## config.mk

```make
export PLATFORM = sky130hd
export DESIGN_NAME = axi_master_arbiter
export DESIGN_NICKNAME = d
export VERILOG_FILES = /design/src/rtl/axi_arb_pkg.sv /design/src/rtl/rr_select.sv /design/src/rtl/axi_master_arbiter.sv
export SDC_FILE = /design/constraint.sdc
export NUM_CORES = 1
export LEC_CHECK = 0
export BUFFER_PORTS_ARGS = -buffer_cell sky130_fd_sc_hd__buf_2
export CAP_MARGIN = 20
export CORE_AREA = 2 2 307 309
export CTS_CLUSTER_SIZE = 16
export DETAILED_ROUTE_END_ITERATION = 8
export DIE_AREA = 0 0 309 311
export GPL_ROUTABILITY_DRIVEN = 0
export GPL_TIMING_DRIVEN = 0
export PLACE_DENSITY_LB_ADDON = 0.1
export SLEW_MARGIN = 20
export SYNTH_ARGS = -nofsm -noshare
export SYNTH_HDL_FRONTEND = slang
export SYNTH_SLANG_ARGS = --single-unit
```

## constraint.sdc

```tcl
create_clock -name ACLK -period 8.3 [get_ports ACLK]
set_input_delay 1.66 -clock ACLK [delete_from_list [all_inputs] [get_ports ACLK]]
set_output_delay 1.66 -clock ACLK [all_outputs]
set_load 0.02 [all_outputs]
```

## src/rtl/axi_arb_pkg.sv

```systemverilog
// Shared types for the AXI master arbiter: FSM states, AXI burst/response
// encodings and the AxSIZE helper.
package axi_arb_pkg;

  typedef enum logic [2:0] {
    ST_IDLE,
    ST_ADDR,
    ST_WDATA,
    ST_WRESP,
    ST_RDATA
  } arb_state_t;

  typedef enum logic [1:0] {
    BURST_FIXED = 2'b00,
    BURST_INCR  = 2'b01,
    BURST_WRAP  = 2'b10
  } axi_burst_t;

  typedef enum logic [1:0] {
    RESP_OKAY   = 2'b00,
    RESP_EXOKAY = 2'b01,
    RESP_SLVERR = 2'b10,
    RESP_DECERR = 2'b11
  } axi_resp_t;

  // AxSIZE encoding for a full-width beat of the given data bus.
  function automatic logic [2:0] axi_size(input int data_width);
    return 3'($clog2(data_width / 8));
  endfunction

endpackage

```

## src/rtl/rr_select.sv

```systemverilog
// Round-robin pick: first asserted request at or above ptr, wrapping.
// Purely combinational; one-hot grant plus its index.
module rr_select #(
  parameter int NUM_REQ = 4
) (
  input  logic [NUM_REQ-1:0]         req,
  input  logic [$clog2(NUM_REQ)-1:0] ptr,
  output logic [NUM_REQ-1:0]         grant,
  output logic [$clog2(NUM_REQ)-1:0] idx
);
  localparam int IDX_W = $clog2(NUM_REQ);
  localparam logic [IDX_W:0] NUM_W = (IDX_W + 1)'(NUM_REQ);

  logic [IDX_W:0]   sum;
  logic [IDX_W-1:0] cand;
  logic             found;

  always_comb begin
    grant = '0;
    idx   = '0;
    found = 1'b0;
    sum   = '0;
    cand  = '0;
    for (int i = 0; i < NUM_REQ; i++) begin
      sum = {1'b0, ptr} + (IDX_W + 1)'(i);
      if (sum >= NUM_W) sum = sum - NUM_W;
      cand = sum[IDX_W-1:0];
      if (!found && req[cand]) begin
        found       = 1'b1;
        grant[cand] = 1'b1;
        idx         = cand;
      end
    end
  end

endmodule

```

## src/rtl/axi_master_arbiter.sv

```systemverilog
// Round-robin arbiter funnelling NUM_REQ simple command ports onto one AXI4
// master, one transaction outstanding at a time.
module axi_master_arbiter
  import axi_arb_pkg::*;
#(
  parameter int NUM_REQ            = 4,
  parameter int AXI4_ADDRESS_WIDTH = 32,
  parameter int AXI4_DATA_WIDTH    = 64,
  parameter int AXI4_ID_WIDTH      = 4
) (
  input  logic                                       ACLK,
  input  logic                                       ARESETn,
  input  logic [NUM_REQ-1:0]                         req_valid,
  output logic [NUM_REQ-1:0]                         req_ready,
  input  logic [NUM_REQ-1:0]                         req_write,
  input  logic [NUM_REQ*AXI4_ADDRESS_WIDTH-1:0]      req_addr,
  input  logic [NUM_REQ*8-1:0]                       req_len,
  input  logic [NUM_REQ*AXI4_DATA_WIDTH-1:0]         req_wdata,
  input  logic [NUM_REQ*(AXI4_DATA_WIDTH/8)-1:0]     req_wstrb,
  input  logic [NUM_REQ-1:0]                         req_wvalid,
  output logic [NUM_REQ-1:0]                         req_wready,
  output logic [NUM_REQ-1:0]                         rsp_valid,
  output logic [AXI4_DATA_WIDTH-1:0]                 rsp_data,
  output logic [1:0]                                 rsp_resp,
  output logic                                       rsp_last,
  output logic                                       AWVALID,
  input  logic                                       AWREADY,
  output logic [AXI4_ADDRESS_WIDTH-1:0]              AWADDR,
  output logic [7:0]                                 AWLEN,
  output logic [2:0]                                 AWSIZE,
  output logic [1:0]                                 AWBURST,
  output logic [AXI4_ID_WIDTH-1:0]                   AWID,
  output logic                                       WVALID,
  input  logic                                       WREADY,
  output logic [AXI4_DATA_WIDTH-1:0]                 WDATA,
  output logic [AXI4_DATA_WIDTH/8-1:0]               WSTRB,
  output logic                                       WLAST,
  input  logic                                       BVALID,
  output logic                                       BREADY,
  input  logic [1:0]                                 BRESP,
  output logic                                       ARVALID,
  input  logic                                       ARREADY,
  output logic [AXI4_ADDRESS_WIDTH-1:0]              ARADDR,
  output logic [7:0]                                 ARLEN,
  output logic [2:0]                                 ARSIZE,
  output logic [1:0]                                 ARBURST,
  output logic [AXI4_ID_WIDTH-1:0]                   ARID,
  input  logic                                       RVALID,
  output logic                                       RREADY,
  input  logic [AXI4_DATA_WIDTH-1:0]                 RDATA,
  input  logic [1:0]                                 RRESP,
  input  logic                                       RLAST
);
  localparam int IDX_W  = $clog2(NUM_REQ);
  localparam int STRB_W = AXI4_DATA_WIDTH / 8;

  logic [AXI4_ADDRESS_WIDTH-1:0] addr_arr  [NUM_REQ];
  logic [7:0]                    len_arr   [NUM_REQ];
  logic [AXI4_DATA_WIDTH-1:0]    wdata_arr [NUM_REQ];
  logic [STRB_W-1:0]             wstrb_arr [NUM_REQ];

  generate
    for (genvar gi = 0; gi < NUM_REQ; gi++) begin : g_unpack
      assign addr_arr[gi]  = req_addr[gi*AXI4_ADDRESS_WIDTH +: AXI4_ADDRESS_WIDTH];
      assign len_arr[gi]   = req_len[gi*8 +: 8];
      assign wdata_arr[gi] = req_wdata[gi*AXI4_DATA_WIDTH +: AXI4_DATA_WIDTH];
      assign wstrb_arr[gi] = req_wstrb[gi*STRB_W +: STRB_W];
    end
  endgenerate

  arb_state_t                    state_reg;
  logic [IDX_W-1:0]              owner_reg;
  logic [IDX_W-1:0]              rr_ptr_reg;
  logic [AXI4_ADDRESS_WIDTH-1:0] addr_reg;
  logic [7:0]                    len_reg;
  logic [7:0]                    beat_cnt_reg;
  logic [NUM_REQ-1:0]            req_ready_reg;
  logic                          aw_valid_reg;
  logic                          ar_valid_reg;
  logic                          bready_reg;
  logic                          rready_reg;
  logic [NUM_REQ-1:0]            rsp_valid_reg;
  logic [AXI4_DATA_WIDTH-1:0]    rsp_data_reg;
  logic [1:0]                    rsp_resp_reg;
  logic                          rsp_last_reg;

  logic [NUM_REQ-1:0] grant;
  logic [IDX_W-1:0]   grant_idx;
  logic [NUM_REQ-1:0] owner_onehot;
  logic [IDX_W-1:0]   next_ptr;
  logic               in_wdata;

  rr_select #(.NUM_REQ(NUM_REQ)) u_rr_select (
    .req   (req_valid),
    .ptr   (rr_ptr_reg),
    .grant (grant),
    .idx   (grant_idx)
  );

  assign owner_onehot = NUM_REQ'(1) << owner_reg;
  assign next_ptr     = (owner_reg == IDX_W'(NUM_REQ - 1)) ? '0 : owner_reg + IDX_W'(1);
  assign in_wdata     = (state_reg == ST_WDATA);

  // Write beats stream straight through from the owner so WVALID/WREADY stay
  // a same-cycle handshake end to end.
  assign WVALID     = in_wdata & req_wvalid[owner_reg];
  assign WDATA      = wdata_arr[owner_reg];
  assign WSTRB      = wstrb_arr[owner_reg];
  assign WLAST      = in_wdata & (beat_cnt_reg == len_reg);
  assign req_wready = (in_wdata & WREADY) ? owner_onehot : '0;

  assign AWVALID = aw_valid_reg;
  assign AWADDR  = addr_reg;
  assign AWLEN   = len_reg;
  assign AWSIZE  = axi_size(AXI4_DATA_WIDTH);
  assign AWBURST = BURST_INCR;
  assign AWID    = AXI4_ID_WIDTH'(owner_reg);
  assign ARVALID = ar_valid_reg;
  assign ARADDR  = addr_reg;
  assign ARLEN   = len_reg;
  assign ARSIZE  = axi_size(AXI4_DATA_WIDTH);
  assign ARBURST = BURST_INCR;
  assign ARID    = AXI4_ID_WIDTH'(owner_reg);
  assign BREADY  = bready_reg;
  assign RREADY  = rready_reg;

  assign req_ready = req_ready_reg;
  assign rsp_valid = rsp_valid_reg;
  assign rsp_data  = rsp_data_reg;
  assign rsp_resp  = rsp_resp_reg;
  assign rsp_last  = rsp_last_reg;

  always_ff @(posedge ACLK or negedge ARESETn) begin
    if (!ARESETn) begin
      state_reg     <= ST_IDLE;
      owner_reg     <= '0;
      rr_ptr_reg    <= '0;
      addr_reg      <= '0;
      len_reg       <= '0;
      beat_cnt_reg  <= '0;
      req_ready_reg <= '0;
      aw_valid_reg  <= 1'b0;
      ar_valid_reg  <= 1'b0;
      bready_reg    <= 1'b0;
      rready_reg    <= 1'b0;
      rsp_valid_reg <= '0;
      rsp_data_reg  <= '0;
      rsp_resp_reg  <= RESP_OKAY;
      rsp_last_reg  <= 1'b0;
    end else begin
      req_ready_reg <= '0;
      rsp_valid_reg <= '0;
      rsp_last_reg  <= 1'b0;
      case (state_reg)
        ST_IDLE: begin
          if (|req_valid) begin
            owner_reg     <= grant_idx;
            req_ready_reg <= grant;
            addr_reg      <= addr_arr[grant_idx];
            len_reg       <= len_arr[grant_idx];
            aw_valid_reg  <= req_write[grant_idx];
            ar_valid_reg  <= ~req_write[grant_idx];
            state_reg     <= ST_ADDR;
          end
        end
        ST_ADDR: begin
          if (aw_valid_reg && AWREADY) begin
            aw_valid_reg <= 1'b0;
            beat_cnt_reg <= '0;
            state_reg    <= ST_WDATA;
          end else if (ar_valid_reg && ARREADY) begin
            ar_valid_reg <= 1'b0;
            rready_reg   <= 1'b1;
            state_reg    <= ST_RDATA;
          end
        end
        ST_WDATA: begin
          if (WVALID && WREADY) begin
            if (WLAST) begin
              bready_reg <= 1'b1;
              state_reg  <= ST_WRESP;
            end else begin
              beat_cnt_reg <= beat_cnt_reg + 8'd1;
            end
          end
        end
        ST_WRESP: begin
          if (BVALID) begin
            bready_reg    <= 1'b0;
            beat_cnt_reg  <= '0;
            rsp_valid_reg <= owner_onehot;
            rsp_resp_reg  <= BRESP;
            rsp_last_reg  <= 1'b1;
            rr_ptr_reg    <= next_ptr;
            state_reg     <= ST_IDLE;
          end
        end
        ST_RDATA: begin
          if (RVALID) begin
            rsp_valid_reg <= owner_onehot;
            rsp_data_reg  <= RDATA;
            rsp_resp_reg  <= RRESP;
            rsp_last_reg  <= RLAST;
            if (RLAST) begin
              rready_reg <= 1'b0;
              rr_ptr_reg <= next_ptr;
              state_reg  <= ST_IDLE;
            end
          end
        end
        default: state_reg <= ST_IDLE;
      endcase
    end
  end

endmodule

```

# Word-level counts from Yosys, hierarchy flattened
# Index checks and enable logic that the tools add are counted.
classes:
  n_addsub: 9
  multipliers: 0
  div: 0
  magnitude_cmp: 16
  eq_ne: 17
  n_shift: 1
  n_mux: 94
  bitwise: 9
  n_reduce_logical: 30
op_table:
  columns: ["cell", "n"]
  rows:
  - ["$bmux 64 s2", 1]
  - ["$mux 64", 2]
  - ["$bmux 32 s2", 1]
  - ["$mux 32", 2]
  - ["$mux 8", 8]
  - ["$mux 4", 9]
  - ["$bmux 8 s2", 2]
  - ["$mux 2", 14]
  - ["$mux 1", 27]
  - ["$mux 3", 8]
  - ["$pmux 8 s3", 1]
  - ["$lt 2x3->1 const B", 6]
  - ["$ne 2x2->1 const B", 9]
  - ["$ge 3x3->1 const B", 5]
  - ["$pmux 3 s5", 1]
  - ["$bmux 1 s2", 6]
  - ["$or 4x4->4", 3]
  - ["$reduce_and 4->1", 3]
  - ["$logic_and 1x1->1", 10]
  - ["$pmux 1 s2", 5]
  - ["$reduce_and 5->1", 2]
  - ["$add 8x1->8 const B", 1]
  - ["$demux 1 s2", 4]
  - ["$eq 8x8->1", 1]
  - ["26 further kinds", 45]
totals:
  register_bits: 134
  latch_bits: 0
  ram_bits: 0
  mem_bits_ro: 0
  inputBits: 536
  output_inout_bits: 255
  elab_cells: 191
  mem_count: 0

# Longest topological paths before layout
logic_depth:
  ltp_word: 19
  mapped_depth: 12
  mapped_depth_nobuf: 8

# Hierarchy
# From an unflattened synthesis, not the netlist that was laid out.
unflattened:
  cells_unflattened: 624
  area_unflattened_um2: 8984.9
by_module_without_submodules:
  columns: ["mod", "n_inst", "cells_each", "area_each_um2", "seq_area_each_um2"]
  rows:
  - ["axi_master_arbiter", 1, 576, 8580.7, 3353.2]
  - ["rr_select", 1, 48, 404.1, 0.0]

# Least setup slack after synthesis
# Ideal clock, no wire load.
synth_path:
  path_kind: "in2out"
  start: "in req_wvalid[3]"
  end: "out WVALID"
  t_arrival_ns: 2.314
  required_time_ns: 6.640
  setup_slack_ns: 4.326
  stages: 2
  n_path_buf: 0
  path_cell_list: "mux4_2 -> nor2b_1"
synth_via:
  elab_chain_cells: 3
synth_rtl:
  columns: ["item", "line", "text"]
  rows:
  - ["start, declared", "axi_master_arbiter.sv:20", "input logic [NUM_REQ-1:0] req_wvalid,"]
  - ["$bmux 1 s2", "axi_master_arbiter.sv:106", "assign WVALID = in_wdata & req_wvalid[owner_reg];"]
  - ["$mux 1 (implied by the code)", "axi_master_arbiter.sv:106", null]
  - ["$and 1x1->1", "axi_master_arbiter.sv:106", null]
  - ["end, declared", "axi_master_arbiter.sv:33", "output logic WVALID,"]
# No other way between the ends. The select of a mux whose other input is x is not followed.

# Worst setup path after layout
layout_path:
  start: "reg owner_reg[0]"
  end: "out WDATA[20]"
layout_via:
  elab_chain_cells: 4
layout_rtl:
  columns: ["item", "line", "text"]
  rows:
  - ["start, declared", "axi_master_arbiter.sv:72", "logic [IDX_W-1:0] owner_reg;"]
  - ["start signal, assigned", "axi_master_arbiter.sv:157", "owner_reg <= grant_idx;"]
  - ["$not 2->3 (implied by the code)", "axi_master_arbiter.sv:107", "assign WDATA = wdata_arr[owner_reg];"]
  - ["$bmux 64 s2", "axi_master_arbiter.sv:107", null]
  - ["$mux 64 (implied by the code) (2 in series)", "axi_master_arbiter.sv:107", null]
  - ["end, declared", "axi_master_arbiter.sv:35", "output logic [AXI4_DATA_WIDTH-1:0] WDATA,"]
# No other way between the ends. The select of a mux whose other input is x is not followed.

==> metrics.txt <==
hold path depth 2; Tmin final around 5400 ps; sequential power share 0.200; fin nets roughly 2200; CTS root buffer clkbuf_16; max FFs per register 64; Post-Route WL about 66000 um; setup TNS 0 ps; synth warn 0; Via density ~3.6; CP Capture Type output pin; sequential fraction of the synthesis area 0.349; Psw approximately 3.1 mW; met1 GRT Util 0.126; clock power share 0.135; Reg-to-Reg End ARADDR[14]; Placed Area 15200 um2; Max Root-Sink Buffers 2; fraction of layout cells with a size suffix above 1 0.624; Initial DRC Count roughly 470; Crit Path Max Fanout 10; area grow syn2layout 64.4%; met3 Usage GRT 0.0489; worst vdd ir ~150 uV; clk sinks around 130; top cell family by delay on the critical path buffers and inverters; combinational fraction of design power 0.665; RR Startpoint rr_ptr_reg[0]; pre-CTS WS 3160 ps; placed cells between 2000 and 3000; htree depth 4; startpoint types flop; M2 GR Usage 0.256; Slew Limit Headroom 0.395; worst clock skew 13.1 ps; CTS tree yes; Mean Syn Cell Area roughly 11 um2; number of enable flip-flop cells after synthesis 0; DRC viols 0; Max Slew Vio Count 0; Buffers on Ports roughly 780; Synth Register Bits 134; critical path's slowest cell dfrtp_1; final hold viol count 0; vias in the first global route roughly 11000; share of the synthesized area in the top cell type 0.349; IO Pins 791; Reg2Reg Depth 12; fmax around 190 MHz; leakage ~7.5 nW; total CTS buffers 17; status completed; HP Class flop to flop; Rows roughly 110; internal power around 3 mW; Non-Filler Instances between 2000 and 3000; all-layer global routing usage 0.132; final instance area between 15000 and 20000 um2; worst-margin pin slew just over 900 ps; vias 10700; most frequent CP cell buf_2; Die H 311 um; setup slack, reg-to-reg 4380 ps; routed len/inst roughly 22 um; antenna violations before repair 44; Gates resized, CTS repair 0; global route hottest layer met2; RSZ-0062 raised after global routing no; post-synth top area cell dfrtp_1; CP Cell Sequence clkbuf_1, buf_2, buf_1, mux4_2, buf_2; WP data arrival 3730 ps; DRT antenna net count 0; clk_lat worst skew between 400 and 500 ps; Design Power approximately 6 mW; setup-violating endpoint count in the final report 0; crit path kind flop to output pin; Most used DFF post-synth dfrtp_1; DRT Pass-1 Iters 4; Worst-path clk slew 70 ps; largest cells by area after synthesis dfrtp_1 35%, mux4_2 18%, mux2_2 8.0%; Netlist cell types 56; data required time of the worst path around 6600 ps; Synth Instances 861; max cap viols 0; Net Sw Frac 0.512; Endpoint, Worst Hold RREADY; final setup margin roughly 2900 ps; period utilization 0.649; power per cell area just under 400 nW/um2; first-pass GRT wire length 87900 um; Hold Slack 493 ps; min-delay src RREADY; core area a little over 90000 um2; Buf/Inv on CP 4; Final HPWL DP 57000 um; CP peak stage delay 720 ps; die footprint just under 100000 um2; setup bufs post-CTS 0; cell area after synthesis between 9000 and 10000 um2; Post-CTS Hold Fix Bufs 0; Core Util, Final 0.170; grt ovf 0; die width 309 um; ys async rst share 1.00; Initial Utilization 0.103; pin count of the biggest net entering global routing 85
==> cell usage after synthesis (4+ instances only) <==
library cell and instances:
ha_1 12, nor2_1 21, nor2b_1 8, mux2_2 68, buf_1 9, a21oi_1 14, xnor2_1 14, mux4_2 77
or3_1 8, buf_4 60, nor3_1 4, o211ai_1 42, a21o_1 33, nand3_1 43, inv_1 9, buf_2 22
and3_1 6, o21ai_1 33, nand2_1 65, mux2i_1 48, nand4_1 4, dfrtp_1 134, clkbuf_1 37, nor4_1 5
a221o_1 8, o21ai_0 19, nand2b_1 8, nand4b_1 5, o32ai_1 4
==> layout by cell type, fill, tap and decap left out, types with 6 or more instances in the layout <==
cell type  count
buf_2        797
dfrtp_1      134
mux4_2        77
mux2_2        68
nand2_1       65
buf_4         62
mux2i_1       48
nand3_1       43
o211ai_1      42
clkbuf_1      37
a21o_1        33
o21ai_1       33
nor2_1        21
o21ai_0       19
clkbuf_16     17
a21oi_1       14
xnor2_1       14
conb_1        14
ha_1          12
diode_2        9
inv_1          9
buf_1          9
a221o_1        8
or3_1          8
nand2b_1       8
nor2b_1        8
and3_1         6
==> power by group through the flow <==
stage          clock network, mW  registers, mW  logic [mW]
2_1_floorplan                  0           1.48        2.27
3_3_place_gp                   0           1.25        4.19
3_5_place_dp                   0           1.25        4.19
4_1_cts                    0.866           1.24        4.20
5_1_grt                    0.887           1.27        4.40
6_report                   0.821           1.22        4.06
==> area by class of cell <==
class	instances	area, um2
Timing Repair Buffer	779	3940
Inverter	9	33.8
Fill cell	10600	77000
Sequential cell	134	3350
Multi-Input combinational cell	600	5510
Buffer	130	756
Clock buffer	18	439
Antenna cell	9	22.5
Tap cell	1254	1570
Clock inverter	14	159
==> cell families (layout without fill, tap and decap cells) <==
logic type / Yosys count / after routing / share of synthesized area
compound gates: 172 / 172 / 0.124
other cells: 2 / 23 / 0.000783
flops: 134 / 134 / 0.349
simple gates: 194 / 194 / 0.103
mux: 194 / 194 / 0.312
buf+inv: 139 / 950 / 0.0823
xor+xnor: 14 / 14 / 0.0128
fa+ha+maj: 12 / 12 / 0.0156
==> worst reg2reg max path, cell delays in order (launching register included) <==
cell and delay [ps]:
dfrtp_1 540, buf_4 280, inv_1 230, ha_1 350, buf_2 250, mux4_2 670
nand2b_1 190, buf_4 180, a21oi_4 330, nor2_4 130, buf_4 240, mux2i_1 300
o211ai_1 120
==> worst max-delay path by stage <==
stage,from,slack [ps],cells after the start,endpoint
finish,owner_reg[0],2910,5,WDATA[20]
CTS,owner_reg[0],2610,5,WDATA[20]
detailed placement,owner_reg[0],3160,5,WDATA[20]
global route,owner_reg[0],2600,5,WDATA[54]
floorplan,req_wvalid[3],4330,2,WVALID
global placement,req_valid[1],2530,8,AWVALID
==> layer usage <==
layer	wire [um]	part of all wire
met1	22400	0.34
met2	36100	0.55
met3	5500	0.084
met4	1460	0.022
met5	225	0.0034
Power figures use the tool's default switching activity.
